### config.mk
export PLATFORM = sky130hd
export DESIGN_NAME = usb_dump_ctrl
export DESIGN_NICKNAME = d
export VERILOG_FILES = /design/src/rtl/usb_dump_ctrl.sv
export SDC_FILE = /design/constraint.sdc
export NUM_CORES = 1
export LEC_CHECK = 0
export CAP_MARGIN = 30
export CELL_PAD_IN_SITES_DETAIL_PLACEMENT = 0
export CELL_PAD_IN_SITES_GLOBAL_PLACEMENT = 1
export CORE_MARGIN = 2
export CORE_UTILIZATION = 29
export DETAILED_ROUTE_END_ITERATION = 16
export GPL_ROUTABILITY_DRIVEN = 0
export PLACE_DENSITY = 0.6
export SLEW_MARGIN = 10
export SYNTH_ARGS = -nofsm -noshare
export SYNTH_HDL_FRONTEND = slang
export SYNTH_SLANG_ARGS = --single-unit
### constraint.sdc
create_clock -name CLOCK_50 -period 2.4 [get_ports CLOCK_50]
set_clock_uncertainty 0.2 [all_clocks]
set_input_delay 0.48 -clock CLOCK_50 [delete_from_list [all_inputs] [get_ports CLOCK_50]]
set_output_delay 0.48 -clock CLOCK_50 [all_outputs]
set_load 0.05 [all_outputs]
### src/rtl/usb_dump_ctrl.sv
// Dump/clear sequencer between channel memory and ISP1362 USB write port.
// Optional trailing 16-bit checksum word enabled by `define USB_DUMP_CKSUM_EN.
module usb_dump_ctrl #(
  parameter int N_CH = 1024,
  parameter int AW   = 10
) (
  input  logic          CLOCK_50,
  input  logic          rst_n,
  input  logic          cmd_start,
  input  logic          cmd_pause,
  input  logic          cmd_fetch,
  input  logic          cmd_clear,
  input  logic [31:0]   channel_count,
  input  logic          usb_write_wait,
  output logic [AW-1:0] channel_address,
  output logic          mem_clr_we,
  output logic          acq_run,
  output logic [15:0]   usb_write_data,
  output logic          usb_write_en,
  output logic          busy,
  output logic          dump_done
);

  typedef enum logic [2:0] {
    S_IDLE = 3'd0,
    S_RD   = 3'd1,
    S_LAT  = 3'd2,
    S_LSW  = 3'd3,
    S_MSW  = 3'd4,
    S_CKS  = 3'd5,
    S_DONE = 3'd6,
    S_CLR  = 3'd7
  } state_t;

  localparam logic [AW-1:0] LAST_ADDR = AW'(N_CH - 1);
  localparam logic [AW-1:0] ADDR_ONE  = AW'(1);

  state_t        state_q;
  logic [AW-1:0] addr_q;
  logic [31:0]   data_q;
  logic [15:0]   wdata_q;
  logic          wen_q;
  logic          clr_we_q;
  logic          busy_q;
  logic          done_q;
  logic          run_q;
`ifdef USB_DUMP_CKSUM_EN
  logic [15:0]   sum_q;
`endif

  // Sequencer: command decode, memory walk, two-word USB handshake and clear sweep.
  always_ff @(posedge CLOCK_50 or negedge rst_n) begin
    if (!rst_n) begin
      state_q  <= S_IDLE;
      addr_q   <= '0;
      data_q   <= 32'd0;
      wdata_q  <= 16'd0;
      wen_q    <= 1'b0;
      clr_we_q <= 1'b0;
      busy_q   <= 1'b0;
      done_q   <= 1'b0;
      run_q    <= 1'b0;
`ifdef USB_DUMP_CKSUM_EN
      sum_q    <= 16'd0;
`endif
    end else begin
      done_q <= 1'b0;
      case (state_q)
        S_IDLE: begin
          if (cmd_pause) begin
            run_q <= 1'b0;
          end else if (cmd_start) begin
            run_q <= 1'b1;
          end
          // Clear wins over a simultaneous fetch; the fetch is simply dropped.
          if (cmd_clear) begin
            state_q  <= S_CLR;
            addr_q   <= '0;
            clr_we_q <= 1'b1;
            busy_q   <= 1'b1;
          end else if (cmd_fetch) begin
            state_q <= S_RD;
            addr_q  <= '0;
            busy_q  <= 1'b1;
`ifdef USB_DUMP_CKSUM_EN
            sum_q   <= 16'd0;
`endif
          end
        end
        S_RD: begin
          wen_q   <= 1'b0;
          state_q <= S_LAT;
        end
        S_LAT: begin
          data_q  <= channel_count;
          state_q <= S_LSW;
        end
        S_LSW: begin
          if (!usb_write_wait) begin
            wdata_q <= data_q[15:0];
            wen_q   <= 1'b1;
`ifdef USB_DUMP_CKSUM_EN
            sum_q   <= sum_q + data_q[15:0];
`endif
            state_q <= S_MSW;
          end
        end
        S_MSW: begin
          // First cycle here only retires the low-word strobe.
          if (wen_q) begin
            wen_q <= 1'b0;
          end else if (!usb_write_wait) begin
            wdata_q <= data_q[31:16];
            wen_q   <= 1'b1;
`ifdef USB_DUMP_CKSUM_EN
            sum_q   <= sum_q + data_q[31:16];
`endif
            if (addr_q == LAST_ADDR) begin
`ifdef USB_DUMP_CKSUM_EN
              state_q <= S_CKS;
`else
              state_q <= S_DONE;
`endif
            end else begin
              addr_q  <= addr_q + ADDR_ONE;
              state_q <= S_RD;
            end
          end
        end
`ifdef USB_DUMP_CKSUM_EN
        S_CKS: begin
          if (wen_q) begin
            wen_q <= 1'b0;
          end else if (!usb_write_wait) begin
            wdata_q <= sum_q;
            wen_q   <= 1'b1;
            state_q <= S_DONE;
          end
        end
`endif
        S_DONE: begin
          wen_q   <= 1'b0;
          done_q  <= 1'b1;
          busy_q  <= 1'b0;
          addr_q  <= '0;
          state_q <= S_IDLE;
        end
        S_CLR: begin
          if (addr_q == LAST_ADDR) begin
            clr_we_q <= 1'b0;
            addr_q   <= '0;
            busy_q   <= 1'b0;
            state_q  <= S_IDLE;
          end else begin
            addr_q <= addr_q + ADDR_ONE;
          end
        end
        default: begin
          state_q  <= S_IDLE;
          addr_q   <= '0;
          wen_q    <= 1'b0;
          clr_we_q <= 1'b0;
          busy_q   <= 1'b0;
        end
      endcase
    end
  end

  assign channel_address = addr_q;
  assign mem_clr_we      = clr_we_q;
  assign usb_write_data  = wdata_q;
  assign usb_write_en    = wen_q;
  assign busy            = busy_q;
  assign dump_done       = done_q;
  // Counting is frozen whenever the memory is being dumped or cleared.
  assign acq_run         = run_q & ~busy_q;

endmodule

Yosys cells after proc, flatten, opt, wreduce, memory -nomap -nowiden

Index checks and enable logic that the tools add are counted.

$add $sub $neg: 1
Bitwise logic cells: 6
Multiplexer cells: 32
Reduce and logical (&&, ||, !) cells: 14
Eq/ne operators: 14

Operator list:

| operator                | count |
|---|---|
| $mux W10                | 6 |
| $mux W16                | 3 |
| $pmux W10 S4            | 1 |
| $pmux W16 S2            | 1 |
| $mux W3                 | 7 |
| $pmux W3 S6             | 1 |
| $ne A2 B2 Y1 const B    | 6 |
| $add A10 B1 Y10 const B | 1 |
| $eq A10 B10 Y1 const B  | 1 |
| $mux W1                 | 10 |
| $reduce_and A5 Y1       | 2 |
| $eq A3 B3 Y1 const B    | 3 |
| $pmux W1 S3             | 3 |
| $eq A3 B2 Y1 const B    | 2 |
| $reduce_and A3 Y1       | 2 |
| $reduce_or A3 Y1        | 2 |
| $not A1 Y1              | 5 |
| $reduce_or A5 Y1        | 1 |
| $reduce_and A2 Y1       | 2 |
| $reduce_and A4 Y1       | 1 |
| $reduce_bool A2 Y1      | 2 |
| $reduce_or A4 Y1        | 1 |
| $eq A3 B1 Y1 const B    | 1 |
| $logic_not A3 Y1        | 1 |
| other kinds (2)         | 2 |

Output and inout port bits: 31
Word-level logic and storage cells: 76
Flip-flop bits (word level): 66

Longest topological paths before layout

Gate-level depths: netlist of the first run.

Depth in word-level cells: 5
Gate-level depth with buffers: 8
Mapped depth without buffers: 6

Least setup slack after synthesis of the first run

OpenSTA, ideal clock, no wires.

Path kind: flip-flop to flip-flop
Start: register addr_q[0] (netlist: channel_address[0])
End: register addr_q[9] (netlist: channel_address[9])
Clock period less this slack: 2.383 ns
Setup slack: 0.017 ns
Setup time: 0.076 ns
Path buffers: 1
Cell stages (with the launch flop): 8
Arrival time: 2.106 ns
Cells stage by stage: dfrtp_1 > ha_1 > and3_1 > and3_1 > buf_6 > a21o_1 > or4_1 > o21ai_1

Cells in the longest elaborated chain, start to end: 5

RTL lines:

| item                     | RTL line | source |
|---|---|---|
| start: declaration       | 39       | `logic [AW-1:0] addr_q;` |
| start signal: assignment | 125      | `addr_q <= addr_q + ADDR_ONE;` |
| start signal: assignment | 155      | `addr_q <= addr_q + ADDR_ONE;` |
| $add A10 B1 Y10          | 125, 155 |  |
| $mux W10                 | 118      | `if (addr_q == LAST_ADDR) begin` |
| $mux W10                 | 112      | `end else if (!usb_write_wait) begin` |
| $mux W10                 | 110      | `if (wen_q) begin` |
| $pmux W10 S4             | 68       | `case (state_q)` |

Parallel ways exist; a longest one is shown, timed or not. The select of a mux whose other input is x is not followed.
A chain may end at the register's enable or synchronous reset.

Worst setup path in the final report of the first run

Start: register addr_q[2] (netlist: channel_address[2])
End: output channel_address[2]

RTL lines:

| item             | RTL line | source |
|---|---|---|
| end: declaration | 15       | `output logic [AW-1:0] channel_address,` |

No word-level cell between the ends.

==> metrics.txt, run 1 <==
# TYPE chip_impl_metric gauge
chip_impl_metric{name="layout-area-overhead-vs-synth",unit="%"} 37.99
chip_impl_metric{name="finalMaxSlewViolations",unit=""} 0
chip_impl_metric{name="routed_wirelength",unit="mm"} 6.740
chip_impl_info{name="ys_top_cells_by_count",value="dfrtp_1 (66), mux2_2 (32), nor2_1 (26)"} 1
chip_impl_metric{name="vias_per_cell",unit=""} 4.656
chip_impl_metric{name="track_usage",unit=""} 0.1297
chip_impl_metric{name="synthArstFlopShare",unit=""} 1.000
chip_impl_metric{name="dr.pass1.iters",unit=""} 4
chip_impl_metric{name="nFillCells",unit=""} 972
chip_impl_metric{name="numPortBuffers",unit=""} 69
chip_impl_metric{name="antenna_cells_inserted",unit=""} 0
chip_impl_info{name="crit-reg2reg-launch",value="channel_address[0]"} 1
chip_impl_metric{name="internal_power",unit="mW"} 3.284
chip_impl_info{name="path_cells",value="clkdlybuf4s50_1"} 1
chip_impl_metric{name="setup_viol",unit=""} 0
chip_impl_metric{name="max-cap-violations",unit=""} 0
chip_impl_metric{name="sequentialPowerShare",unit=""} 0.345
chip_impl_metric{name="synth_cell_types",unit=""} 41
chip_impl_info{name="critical_path.reg2reg.endpoint",value="channel_address[9]"} 1
chip_impl_info{name="tritoncts_clock_tree",value="yes"} 1
chip_impl_metric{name="worst_slew_margin_relative_to_its_limit",unit=""} 0.6350
chip_impl_metric{name="post_synth_instance_area",unit="µm²"} 2970
chip_impl_metric{name="setup.reg_to_reg.worst_slack",unit="ns"} 0.18
chip_impl_info{name="worstSetupEndpointType",value="primary output"} 1
chip_impl_info{name="clk_root_buffer_cell",value="clkbuf_8"} 1
chip_impl_metric{name="finalNetCount",unit=""} 374
chip_impl_metric{name="clk_path_buf_depth",unit=""} 2
chip_impl_metric{name="max_freq",unit="MHz"} 431.7
chip_impl_metric{name="drc",unit=""} 0
chip_impl_metric{name="final.min_clock_period",unit="ns"} 2.316
chip_impl_metric{name="cp.required",unit="ns"} 1.72
chip_impl_info{name="top_signal_layer_used",value="met4"} 1
chip_impl_metric{name="cts.sinks",unit=""} 66
chip_impl_metric{name="die_area",unit="µm²"} 11070
chip_impl_metric{name="max_slew.worst_pin.slew",unit="ns"} 0.5458
chip_impl_metric{name="final_cells",unit=""} 471
chip_impl_info{name="status",value="completed"} 1
chip_impl_metric{name="post_detailed_route_count_of_antenna_violating_nets",unit=""} 0
chip_impl_metric{name="synth_enable_flop_cells",unit=""} 0
chip_impl_metric{name="p_sw_frac",unit=""} 0.4069
chip_impl_metric{name="start_util",unit=""} 0.3011
chip_impl_metric{name="p_total",unit="mW"} 5.538
chip_impl_metric{name="critical_path.max_fanout",unit=""} 7
chip_impl_metric{name="leakage",unit="nW"} 1.712
chip_impl_metric{name="dpl.hpwl",unit="mm"} 4.538
chip_impl_metric{name="worst_r2r_path_depth",unit=""} 6
chip_impl_metric{name="synth_top_area_share",unit=""} 0.5560
chip_impl_metric{name="cp_data_arrival_time",unit="ns"} 1.64
chip_impl_metric{name="met3RoutedLength",unit="µm"} 492
chip_impl_info{name="synth_top_cells_by_area",value="dfrtp_1 (56%), mux2_2 (12%), mux2i_1 (5.7%), a21oi_1 (3.9%), nor2_1 (3.3%)"} 1
chip_impl_metric{name="boundaryPins",unit=""} 70
chip_impl_metric{name="synthesized_instance_count",unit=""} 253
chip_impl_metric{name="synth_fp_nets",unit=""} 293
chip_impl_metric{name="synth.yosys.seq_area_share",unit=""} 0.5560
chip_impl_metric{name="final_hold_viol_count",unit=""} 0
chip_impl_info{name="yosys.cell_count.top_type",value="dfrtp_1"} 1
chip_impl_info{name="timing.critical_path.slowest_stage_cell",value="clkdlybuf4s50_1"} 1
chip_impl_metric{name="floorplan.die.width",unit="µm"} 105.2
chip_impl_info{name="critical_path.top_delay_family",value="buffers and inverters"} 1
chip_impl_metric{name="insertion_delay",unit="ns"} 0.34
chip_impl_info{name="synth_top_area_cell",value="dfrtp_1"} 1
chip_impl_metric{name="core-area",unit="µm²"} 9864
chip_impl_metric{name="cts.clk_slew.worst_paths",unit="ns"} 0.08
chip_impl_metric{name="wl_per_cell",unit="µm"} 14.31
chip_impl_metric{name="combinationalPowerShare",unit=""} 0.488
chip_impl_metric{name="detailroute.wirelength.met2",unit="mm"} 2.964
chip_impl_metric{name="p_clk_frac",unit=""} 0.168
chip_impl_metric{name="cts_max_level",unit=""} 3
chip_impl_metric{name="synth_seq_cells",unit=""} 66
chip_impl_metric{name="ys.warnings.count",unit=""} 0
chip_impl_metric{name="maximum_number_of_pins_on_one_net_before_global_route_repair",unit=""} 60
chip_impl_metric{name="placement_rows",unit=""} 36
chip_impl_metric{name="dr_iter_0_viols",unit=""} 59
chip_impl_metric{name="period_share",unit=""} 0.9652
chip_impl_metric{name="vias",unit=""} 2193
chip_impl_metric{name="die-height",unit="µm"} 105.2
chip_impl_info{name="yosys_most_used_dff",value="dfrtp_1"} 1
chip_impl_metric{name="syn_avg_cell_area",unit="µm²"} 11.74
chip_impl_metric{name="placed_cell_area",unit="µm²"} 3889
chip_impl_metric{name="grt_overflow_total",unit=""} 0
chip_impl_info{name="rsz_0062_raised_after_global_routing",value="false"} 1
chip_impl_metric{name="cpPeakStageDelay",unit="ns"} 0.84
chip_impl_metric{name="worstPathBufferInverterCount",unit=""} 1
chip_impl_metric{name="proportion_of_layout_cells_with_a_drive_suffix_above_1",unit=""} 0.1982
chip_impl_metric{name="total_switching_power",unit="mW"} 2.253
chip_impl_metric{name="grt_first_pass_wirelength",unit="mm"} 11.34
chip_impl_metric{name="totalNegativeSetupSlack",unit="ns"} 0
chip_impl_metric{name="grt_pass1_vias",unit=""} 2262
chip_impl_metric{name="cts_setup_buffers",unit=""} 0
chip_impl_metric{name="numCtsBuffers",unit=""} 9
chip_impl_info{name="worstSetupStartpointType",value="register"} 1
chip_impl_metric{name="grt_antenna_before_repair",unit=""} 0
chip_impl_info{name="holdCritPathClass",value="input pin to asynchronous set/reset pin"} 1
chip_impl_metric{name="power_density",unit="nW/µm²"} 1351
chip_impl_metric{name="worst_ir_drop_vdd",unit="mV"} 0.6456
chip_impl_info{name="critPathKind",value="register to primary output"} 1
chip_impl_metric{name="final_cell_area",unit="µm²"} 4099
chip_impl_metric{name="drt-met1-wl",unit="mm"} 3.210
chip_impl_metric{name="placed_cells_incl_taps",unit=""} 455
==> kinds of logic after synthesis <==
family	after synthesis	share of synthesized area
DFF	66	0.5560
muxes	50	0.1824
buffers and inverters	14	0.02611
and+or+nand+nor	65	0.1125
adders and majority gates	1	0.004212
AOI/OAI and AO/OA	57	0.1188
==> through the flow <==
| stage | setup WS (ns) | hold WS [ns] | util |
|---|---|---|---|
| after global routing | 0.03982 | 0.3285 | 0.4155 |
| final | 0.08356 | 0.3069 | 0.4155 |
| after CTS | 0.02810 | 0.2956 | 0.4148 |
| after global placement | 0.2021 | 0.1480 | 0.3942 |
| after floorplan | 0.01733 | -0.01559 | - |
| after detailed placement | 0.1360 | 0.1478 | 0.3942 |
==> worst max-delay path by stage <==
stage                       startpoint  slack [ns]  cells after the start                 end
detailed placement           cmd_clear        0.14                      6  channel_address[6]
floorplan           channel_address[0]        0.02                      7  channel_address[9]
global placement             cmd_clear        0.20                      6  channel_address[9]
global route        channel_address[2]        0.04                      1  channel_address[2]
finish              channel_address[2]        0.08                      1  channel_address[2]
CTS                               busy        0.03                      2             acq_run
==> sequential cells by signal, indices dropped and copies added (netlist names) <==
name / count
usb_write_en: 1
run_q: 1
data_q: 32
usb_write_data: 16
state_q: 3
mem_clr_we: 1
busy: 1
channel_address: 10
dump_done: 1
==> metal layers <==
layer	vias up	global-route usage
met4	0	0.04286
li1	1068	-
met5	-	0
met3	8	0.05240
met1	1057	0.1732
met2	60	0.1903
==> cells in the final DEF, fill, tap and decap left out, types with 4 or more instances in the layout <==
cell             count
o21ai_0              6
mux2_2              32
dfrtp_1             66
mux2i_1             17
buf_4                8
and3_1               6
clkbuf_8             9
clkinvlp_4           4
nand3_1              4
nor2_1              26
a21oi_1             23
o21ai_1              6
clkdlybuf4s50_1     65
nand2_1             12
==> power by group through the flow <==
stage                     clock (mW)  sequential [mW]  combinational [mW]
final                          0.928             1.91                2.70
after global routing            1.02             1.98                2.93
after CTS                      0.983             1.92                2.75
after detailed placement           0             1.93                2.74
after global placement             0             1.93                2.72
after floorplan                    0             2.42                1.36
==> repair_timing <==
action,4_1_cts,5_1_grt
hold buffers,1,0
endpoints found under the hold margin,7,0
setup endpoints to repair,0,3
gates resized for setup,0,3
==> cell type report <==
class | instances | area (µm²) | share of cell area
clock buffer | 9 | 123.9 | 0.03022
clock inverter | 6 | 68.82 | 0.01679
inverter | 3 | 11.26 | 0.002747
multi-input combinational | 173 | 1254 | 0.3059
sequential | 66 | 1652 | 0.4029
tap | 133 | 166.4 | 0.04060
timing repair buffer | 81 | 823.3 | 0.2009
(Power assumes the default switching activity.)
==> inputs of run 2 (changes only) <==
Settings changed: ABC_CLOCK_PERIOD_IN_PS from default to 2400, CORE_MARGIN 2 to default.
==> metrics.txt, run 2 (synthesized netlist as in run 1, its figures left out) <==
# TYPE chip_impl_metric gauge
chip_impl_info{name="critical_path.reg2reg.endpoint",value="channel_address[9]"} 1
chip_impl_metric{name="track_usage",unit=""} 0.1400
chip_impl_metric{name="final.min_clock_period",unit="ns"} 2.317
chip_impl_metric{name="setup.reg_to_reg.worst_slack",unit="ns"} 0.24
chip_impl_metric{name="grt_pass1_vias",unit=""} 2286
chip_impl_metric{name="grt_overflow_total",unit=""} 0
chip_impl_metric{name="placed_cells_incl_taps",unit=""} 456
chip_impl_metric{name="numCtsBuffers",unit=""} 9
chip_impl_metric{name="period_share",unit=""} 0.9652
chip_impl_metric{name="final_hold_viol_count",unit=""} 0
chip_impl_metric{name="cts_setup_buffers",unit=""} 0
chip_impl_metric{name="flip_flop_count_of_the_largest_register_after_layout",unit=""} 32
chip_impl_metric{name="nFillCells",unit=""} 968
chip_impl_metric{name="numPortBuffers",unit=""} 69
chip_impl_metric{name="max_freq",unit="MHz"} 431.7
chip_impl_metric{name="vias_per_cell",unit=""} 4.722
chip_impl_metric{name="worstPathBufferInverterCount",unit=""} 1
chip_impl_info{name="rsz_0062_raised_after_global_routing",value="false"} 1
chip_impl_info{name="tritoncts_clock_tree",value="yes"} 1
chip_impl_metric{name="cp_data_arrival_time",unit="ns"} 1.64
chip_impl_metric{name="final_cells",unit=""} 472
chip_impl_info{name="clk_root_buffer_cell",value="clkbuf_8"} 1
chip_impl_metric{name="dpl.hpwl",unit="mm"} 4.459
chip_impl_metric{name="critical_path.max_fanout",unit=""} 7
chip_impl_info{name="worstSetupStartpointType",value="register"} 1
chip_impl_metric{name="drc",unit=""} 0
chip_impl_info{name="timing.critical_path.slowest_stage_cell",value="clkdlybuf4s50_1"} 1
chip_impl_metric{name="proportion_of_layout_cells_with_a_drive_suffix_above_1",unit=""} 0.1947
chip_impl_info{name="critPathKind",value="register to primary output"} 1
chip_impl_info{name="worstSetupEndpointType",value="primary output"} 1
chip_impl_metric{name="cp.depth",unit=""} 1
chip_impl_info{name="setup.worst_path.start",value="channel_address[3]"} 1
chip_impl_info{name="status",value="completed"} 1
chip_impl_metric{name="setup_viol",unit=""} 0
chip_impl_metric{name="totalNegativeSetupSlack",unit="ns"} 0
chip_impl_metric{name="sequential_cell_area",unit="µm²"} 1652
chip_impl_info{name="crit-reg2reg-launch",value="channel_address[0]"} 1
chip_impl_metric{name="cp.required",unit="ns"} 1.72
chip_impl_metric{name="max_slew.worst_pin.slew",unit="ns"} 0.5310
chip_impl_info{name="register_ranked_first_by_flip_flop_count",value="data_q"} 1
chip_impl_metric{name="layout-area-overhead-vs-synth",unit="%"} 37.45
chip_impl_metric{name="grt_antenna_before_repair",unit=""} 0
chip_impl_metric{name="worst_r2r_path_depth",unit=""} 6
chip_impl_metric{name="multiInputGateArea",unit="µm²"} 1254
chip_impl_metric{name="boundaryPins",unit=""} 70
chip_impl_metric{name="p_total",unit="mW"} 5.458
chip_impl_metric{name="floorplan.die.width",unit="µm"} 103.2
chip_impl_metric{name="placement_rows",unit=""} 36
chip_impl_metric{name="cpPeakStageDelay",unit="ns"} 0.84
chip_impl_metric{name="cts.clk_slew.worst_paths",unit="ns"} 0.08
chip_impl_metric{name="start_util",unit=""} 0.3011
chip_impl_metric{name="whs_path_depth",unit=""} 1
chip_impl_metric{name="die_area",unit="µm²"} 10650
chip_impl_metric{name="routed_wirelength",unit="mm"} 6.768
chip_impl_metric{name="leakage",unit="nW"} 1.701
chip_impl_metric{name="max-cap-violations",unit=""} 0
chip_impl_info{name="layout.cells.most_common_list",value="dfrtp_1 (66), clkdlybuf4s50_1 (66), mux2_2 (32), nor2_1 (26), a21oi_1 (23)"} 1
chip_impl_metric{name="dr.pass1.iters",unit=""} 4
chip_impl_metric{name="dr_iter_0_viols",unit=""} 68
chip_impl_metric{name="power_density",unit="nW/µm²"} 1337
chip_impl_metric{name="post_detailed_route_count_of_antenna_violating_nets",unit=""} 0
chip_impl_metric{name="insertion_delay",unit="ns"} 0.34
chip_impl_metric{name="maximum_number_of_pins_on_one_net_before_global_route_repair",unit=""} 67
chip_impl_info{name="critical_path.top_delay_family",value="buffers and inverters"} 1
chip_impl_metric{name="wl_per_cell",unit="µm"} 14.34
chip_impl_metric{name="worst_slew_margin_relative_to_its_limit",unit=""} 0.6449
chip_impl_metric{name="grt_first_pass_wirelength",unit="mm"} 11.21
chip_impl_metric{name="core-area",unit="µm²"} 9864
chip_impl_metric{name="worst_ir_drop_vdd",unit="mV"} 0.6194
chip_impl_metric{name="cts.sinks",unit=""} 66
chip_impl_info{name="cp-endpoint",value="channel_address[3]"} 1
chip_impl_metric{name="vias",unit=""} 2229
chip_impl_info{name="holdCritPathClass",value="register to register"} 1
chip_impl_metric{name="cts_max_level",unit=""} 3
chip_impl_info{name="path_cells",value="clkdlybuf4s50_1"} 1
chip_impl_metric{name="antenna_cells_inserted",unit=""} 0
chip_impl_metric{name="finalMaxSlewViolations",unit=""} 0
chip_impl_metric{name="clk_path_buf_depth",unit=""} 2
chip_impl_metric{name="die-height",unit="µm"} 103.2
chip_impl_metric{name="finalNetCount",unit=""} 375
[run 2: how the worst min path moves through the flow]
stage                      end  slack (ns)        from
floorplan                 busy       -0.02       rst_n
global placement    data_q[29]        0.29  data_q[29]
detailed placement  data_q[25]        0.30  data_q[25]
CTS                  data_q[1]        0.31   data_q[1]
global route        data_q[21]        0.32  data_q[21]
finish              data_q[25]        0.31  data_q[25]
[run 2: through the flow]
step	instance area, µm²	hold slack (ns)	util	worst slack [ns]
after floorplan	2970	-0.01559	-	0.01733
after global placement	3896	0.2904	0.3950	0.1699
after detailed placement	3896	0.2960	0.3950	0.1003
after CTS	4078	0.3124	0.4134	0.05456
after global routing	4083	0.3248	0.4139	0.003041
final	4083	0.3064	0.4139	0.08347
[run 2: report_power, final]
part | internal (mW) | switching (mW) | leakage [nW]
logic | 1.21 | 1.50 | 0.824
clock network | 0.425 | 0.419 | 0.0855
registers | 1.60 | 0.305 | 0.791
[run 2: cell type report]
cell class | instances | area share
clock buffers | 13 | 0.03892
clock inverters | 2 | 0.003065
inverters | 3 | 0.002758
well taps | 133 | 0.04076
multi-input cells | 173 | 0.3071
flip-flops and latches | 66 | 0.4045
repair buffers | 82 | 0.2029
[run 2: per-layer routing]
layer	wire length, µm	vias up	global-route usage
met5	0	-	0
met4	57	0	0.03575
met3	464	7	0.06384
met2	3242	61	0.2231
met1	3004	1086	0.1727
li1	-	1075	-
[run 2: what timing repair did]
action,in CTS,in global routing
hold endpoints to repair,66,0
hold buffers,1,0
endpoints found under the setup margin,0,2
resized for setup,0,2
==> inputs of run 3 (changes only) <==
Settings changed: CORE_ASPECT_RATIO from default to 0.6.
==> metrics.txt, run 3 (synthesized netlist as in run 1, its figures left out) <==
# TYPE chip_impl_metric gauge
chip_impl_info{name="status",value="completed"} 1
chip_impl_metric{name="cts.clk_slew.worst_paths",unit="ns"} 0.06
chip_impl_metric{name="postCtsHoldBufs",unit=""} 1
chip_impl_metric{name="post_cts_resized",unit=""} 0
chip_impl_metric{name="final.min_clock_period",unit="ns"} 2.330
chip_impl_metric{name="insertion_delay",unit="ns"} 0.34
chip_impl_metric{name="layout-area-overhead-vs-synth",unit="%"} 42.54
chip_impl_metric{name="grt_first_pass_wirelength",unit="mm"} 11.70
chip_impl_metric{name="placed_cell_area",unit="µm²"} 3919
chip_impl_metric{name="multiInputGateArea",unit="µm²"} 1254
chip_impl_metric{name="track_usage",unit=""} 0.1469
chip_impl_info{name="mostFrequentLayoutCell",value="clkdlybuf4s50_1"} 1
chip_impl_metric{name="die_area",unit="µm²"} 10660
chip_impl_metric{name="post_detailed_route_count_of_antenna_violating_nets",unit=""} 0
chip_impl_metric{name="start_util",unit=""} 0.2996
chip_impl_metric{name="totalNegativeSetupSlack",unit="ns"} 0
chip_impl_metric{name="detailroute.wirelength.met2",unit="mm"} 2.818
chip_impl_info{name="critical_path.top_delay_family",value="buffers and inverters"} 1
chip_impl_metric{name="worst_r2r_path_depth",unit=""} 6
chip_impl_info{name="rsz_0062_raised_after_global_routing",value="false"} 1
chip_impl_metric{name="cpPeakStageDelay",unit="ns"} 0.85
chip_impl_metric{name="final_hold_viol_count",unit=""} 0
chip_impl_info{name="tritoncts_clock_tree",value="yes"} 1
chip_impl_metric{name="setup_viol",unit=""} 0
chip_impl_metric{name="cts_max_level",unit=""} 3
chip_impl_metric{name="wl_per_cell",unit="µm"} 14.57
chip_impl_info{name="register_ranked_first_by_flip_flop_count",value="data_q"} 1
chip_impl_metric{name="nFillCells",unit=""} 930
chip_impl_metric{name="placement_rows",unit=""} 28
chip_impl_metric{name="antenna_cells_inserted",unit=""} 0
chip_impl_metric{name="flip_flop_count_of_the_largest_register_after_layout",unit=""} 32
chip_impl_metric{name="clk_path_buf_depth",unit=""} 2
chip_impl_metric{name="final_cells",unit=""} 478
chip_impl_metric{name="cts_setup_buffers",unit=""} 0
chip_impl_metric{name="max_slew.worst_pin.slew",unit="ns"} 0.5313
chip_impl_metric{name="numPortBuffers",unit=""} 69
chip_impl_metric{name="worstPathBufferInverterCount",unit=""} 1
chip_impl_metric{name="vias_per_cell",unit=""} 4.619
chip_impl_metric{name="whs_path_depth",unit=""} 1
chip_impl_info{name="worstSetupStartpointType",value="register"} 1
chip_impl_metric{name="grt_antenna_before_repair",unit=""} 0
chip_impl_metric{name="worst_ir_drop_vdd",unit="mV"} 0.6500
chip_impl_metric{name="dr.pass1.iters",unit=""} 4
chip_impl_metric{name="grt_overflow_total",unit=""} 0
chip_impl_metric{name="boundaryPins",unit=""} 70
chip_impl_metric{name="power_density",unit="nW/µm²"} 1420
chip_impl_info{name="worstSetupEndpointType",value="primary output"} 1
chip_impl_metric{name="drt-met1-wl",unit="mm"} 3.654
chip_impl_info{name="clk_root_buffer_cell",value="clkbuf_16"} 1
chip_impl_info{name="timing.critical_path.slowest_stage_cell",value="clkdlybuf4s50_1"} 1
chip_impl_metric{name="leakage",unit="nW"} 1.743
chip_impl_metric{name="finalNetCount",unit=""} 378
chip_impl_info{name="critPathKind",value="register to primary output"} 1
chip_impl_metric{name="die-height",unit="µm"} 80.40
chip_impl_metric{name="met3RoutedLength",unit="µm"} 370
chip_impl_metric{name="period_share",unit=""} 0.9706
chip_impl_metric{name="cp_data_arrival_time",unit="ns"} 1.65
chip_impl_metric{name="maximum_number_of_pins_on_one_net_before_global_route_repair",unit=""} 67
chip_impl_metric{name="final_cell_area",unit="µm²"} 4234
chip_impl_info{name="layout.cells.most_common_list",value="clkdlybuf4s50_1 (67), dfrtp_1 (66), mux2_2 (32), nor2_1 (26), a21oi_1 (23)"} 1
chip_impl_metric{name="dpl.hpwl",unit="mm"} 4.748
chip_impl_metric{name="setup.reg_to_reg.worst_slack",unit="ns"} 0.22
chip_impl_metric{name="critical_path.max_fanout",unit=""} 7
chip_impl_metric{name="placed_cells_incl_taps",unit=""} 461
chip_impl_info{name="path_cells",value="clkdlybuf4s50_1"} 1
chip_impl_metric{name="numCtsBuffers",unit=""} 9
chip_impl_metric{name="routed_wirelength",unit="mm"} 6.964
chip_impl_metric{name="max-cap-violations",unit=""} 0
chip_impl_metric{name="cp.required",unit="ns"} 1.72
chip_impl_metric{name="floorplan.die.width",unit="µm"} 132.7
chip_impl_metric{name="p_total",unit="mW"} 6.011
chip_impl_metric{name="core-area",unit="µm²"} 9915
chip_impl_metric{name="vias",unit=""} 2208
chip_impl_metric{name="sequential_cell_area",unit="µm²"} 1652
chip_impl_metric{name="worst_slew_margin_relative_to_its_limit",unit=""} 0.6447
chip_impl_metric{name="dr_iter_0_viols",unit=""} 118
chip_impl_metric{name="max_freq",unit="MHz"} 429.3
chip_impl_metric{name="cp.depth",unit=""} 1
chip_impl_metric{name="fin_util",unit=""} 0.4271
chip_impl_info{name="holdCritPathClass",value="register to register"} 1
chip_impl_metric{name="grt_pass1_vias",unit=""} 2217
chip_impl_metric{name="drc",unit=""} 0
chip_impl_info{name="top_signal_layer_used",value="met4"} 1
chip_impl_metric{name="cts.sinks",unit=""} 66
chip_impl_metric{name="proportion_of_layout_cells_with_a_drive_suffix_above_1",unit=""} 0.2128
chip_impl_metric{name="finalMaxSlewViolations",unit=""} 0
run 3: cell count changes in the layout (fill, tap and decap cells not counted), sizes merged:
cell / delta
buf: +4
clkbuf: -3
clkinvlp: +2
dlymetal6s2s: -2
bufinv: +1
clkdlybuf4s50: +1
clkinv: +1
run 3: path summary, 6_finish.rpt:
check / from / to
max: channel_address[7] / channel_address[7]
min reg2reg: data_q[28] / data_q[28]
max in group asynchronous: rst_n / channel_address[2]
max reg2reg: channel_address[0] / channel_address[9]
min in group asynchronous: rst_n / data_q[6]
min: data_q[28] / data_q[28]
run 3: layer usage:
layer,track usage,vias to the layer above
met5,0,-
met4,0.06207,0
met3,0.05429,12
met2,0.1932,57
met1,0.2107,1055
li1,-,1084
run 3: stage by stage:
| step | hold slack, ns | worst slack [ns] |
|---|---|---|
| 6_report | 0.3040 | 0.07045 |
| 5_1_grt | 0.3204 | 0.01193 |
| 4_1_cts | 0.3066 | 0.04730 |
| 3_5_place_dp | 0.2943 | 0.1578 |
| 3_3_place_gp | 0.2900 | 0.1914 |
| 2_1_floorplan | -0.01559 | 0.01733 |
run 3: cell type report:
| cell class | instances | share of cell area |
|---|---|---|
| Clock inverter | 6 | 0.01566 |
| Clock buffer | 10 | 0.05644 |
| Inverter | 3 | 0.002660 |
| Sequential cell | 66 | 0.3901 |
| Tap cell | 135 | 0.03989 |
| Multi-Input combinational cell | 173 | 0.2961 |
| Timing Repair Buffer | 85 | 0.1992 |
run 3: report_power, final:
group,switching [mW],internal (mW)
Combinational,1.52,1.23
Sequential,0.304,1.61
Clock,0.511,0.831
==> patch: new RTL, config.mk and constraints of run 2 <==
The 8 states of `state_t` get a one-hot encoding in 8 bits.
--- a/src/rtl/usb_dump_ctrl.sv
+++ b/src/rtl/usb_dump_ctrl.sv
@@ -21,15 +21,15 @@
   output logic          dump_done
 );
 
-  typedef enum logic [2:0] {
-    S_IDLE = 3'd0,
-    S_RD   = 3'd1,
-    S_LAT  = 3'd2,
-    S_LSW  = 3'd3,
-    S_MSW  = 3'd4,
-    S_CKS  = 3'd5,
-    S_DONE = 3'd6,
-    S_CLR  = 3'd7
+  typedef enum logic [7:0] {
+    S_IDLE = 8'b00000001,
+    S_RD   = 8'b00000010,
+    S_LAT  = 8'b00000100,
+    S_LSW  = 8'b00001000,
+    S_MSW  = 8'b00010000,
+    S_CKS  = 8'b00100000,
+    S_DONE = 8'b01000000,
+    S_CLR  = 8'b10000000
   } state_t;
 
   localparam logic [AW-1:0] LAST_ADDR = AW'(N_CH - 1);
Formal check against the unedited RTL: same outputs for any inputs over 4 cycles, from zero or initial values and one cycle with rst_n low; so few cycles prove little.
==> patch against run 2 <==
Synthesized cell count is 13% higher. Largest power group unchanged. Die area grew 7.1%. Setup slack worse by 28 ps. Sequential cell count up 4. Routed wire length rose by 8.1%. Register-to-register slack lost 60 ps. Final area up 5.5%. Worst hold slack better by 2.6 ps. Combinational power shrank 24%. Area after synthesis up 7.2%. Total power fell by 8.7%. Sequential power up 2%.
==> patch: results <==
global_routing:
  antenna_found_initial: 0
  grt_first_pass_wirelength_um: 12200
  grt_pass1_vias: 2445
  grt_use_total_pct: 13.9
  grt_start_max_net_pins: 38
yosys:
  netlist_top_cells_count: "dfrtp_1, nand2_1, mux2_2"
  synth_seq_area_share_pct: 55.0
  synthTopCellsByArea: "dfrtp_1, mux2_2, nand2_1"
  syn_inst: 285
  ys.warnings.count: 0
  synth_cell_types: 51
  synth_nets: 325
critical_path:
  reg2reg_from: "channel_address[0]$_DFFE_PN0P_"
  critPathMaxStageDelay_ps: 850
  critPathMaxFanout: 8
  rrSetupSlack_ps: 180
  cp.arrival_ps: 1660
  r2r_end: "channel_address[3]$_DFFE_PN0P_"
final_layout:
  nets: 405
  final_cells: 506
  drive_gt1_share_pct: 21.6
min_path:
  worstHoldStart: "data_q[9]$_DFFE_PN0P_"
  whs_endpoint: "data_q[9]$_DFFE_PN0P_"
timing:
  maxSlewHeadroom_pct: 64.7
  holdWs_ps: 309
drt:
  vias_per_cell: 4.71
  drt-total-wl_um: 7320
  drt_iter0_drc: 44
power_and_ir_drop:
  p_leak_uw: 0.00185
  vdd_drop_max_v: 0.000471
placed_design:
  dp_cells: 489
  dp_hpwl_um: 5080
clock_tree:
  cts_buffers: 9
  htree_levels: 3
status:
  status: "completed"
[patch: cell count changes after synthesis, sizes merged, moves of 2 or more]
cell	delta
nand2	+29
a31oi	+17
a21oi	-16
mux2i	-16
a22o	+4
a2bb2oi	-3
and2	+3
dfrtp	+3
nor2b	+3
nor3	+3
and4b	+2
nand2b	-2
nand3b	+2
o2bb2ai	-2
[patch: area by class of cell]
class,count,area (um2)
clock inverters,6,68.8
clock buffers,10,138
repair buffers,81,808
inverters,4,15.0
fillers,1037,6200
well taps,136,170
multi-input cells,199,1360
flip-flops and latches,70,1750
[patch: per-layer routing]
| layer | part of all wire, % | wire length, um | global-route usage (%) |
|---|---|---|---|
| met1 | 47 | 3410 | 17.8 |
| met2 | 48 | 3540 | 22.3 |
| met3 | 3.3 | 242 | 3.53 |
| met4 | 1.7 | 128 | 5.38 |
| met5 | 0 | 0 | 0 |
[patch: logic make-up after synthesis]
family          Yosys count  synth area share [%]
simple gates            109                  17.9
flops                    70                  55.0
compound gates           54                  11.7
mux                      34                  12.0
buf+inv                  16                  2.71
xor+xnor                  1                 0.275
fa+ha+maj                 1                 0.393
[patch: worst max-delay path by stage]
| stage | start | endpoint | cells past startpoint |
|---|---|---|---|
| floorplan | channel_address[1]$_DFFE_PN0P_ | channel_address[3]$_DFFE_PN0P_ | 7 |
| global placement | cmd_clear | channel_address[6]$_DFFE_PN0P_ | 6 |
| detailed placement | cmd_clear | channel_address[2]$_DFFE_PN0P_ | 6 |
| CTS | busy$_DFFE_PN0P_ | acq_run | 2 |
| global route | channel_address[4]$_DFFE_PN0P_ | channel_address[4] | 2 |
| finish | channel_address[3]$_DFFE_PN0P_ | channel_address[3] | 1 |
[patch: stage by stage]
stage	worst slack [ps]	instance area [um2]
after floorplan	6.62	3190
after detailed placement	174	4090
final	55.7	4310
after global placement	205	4090
after global routing	0.768	4310
after CTS	25.7	4300
[patch: where the power goes]
part / internal (uW) / leakage, uW / total, uW / switching, uW
clock network: 516 / 0.000103 / 987 / 471
registers: 1660 / 0.000853 / 1950 / 286
logic: 868 / 0.000896 / 2050 / 1180
total: 3050 / 0.00185 / 4980 / 1940
[patch: what timing repair did]
action	in CTS	in global routing
gates resized for setup	0	2
hold buffers	1	0
setup endpoints to repair	0	2
hold endpoints to repair	35	0
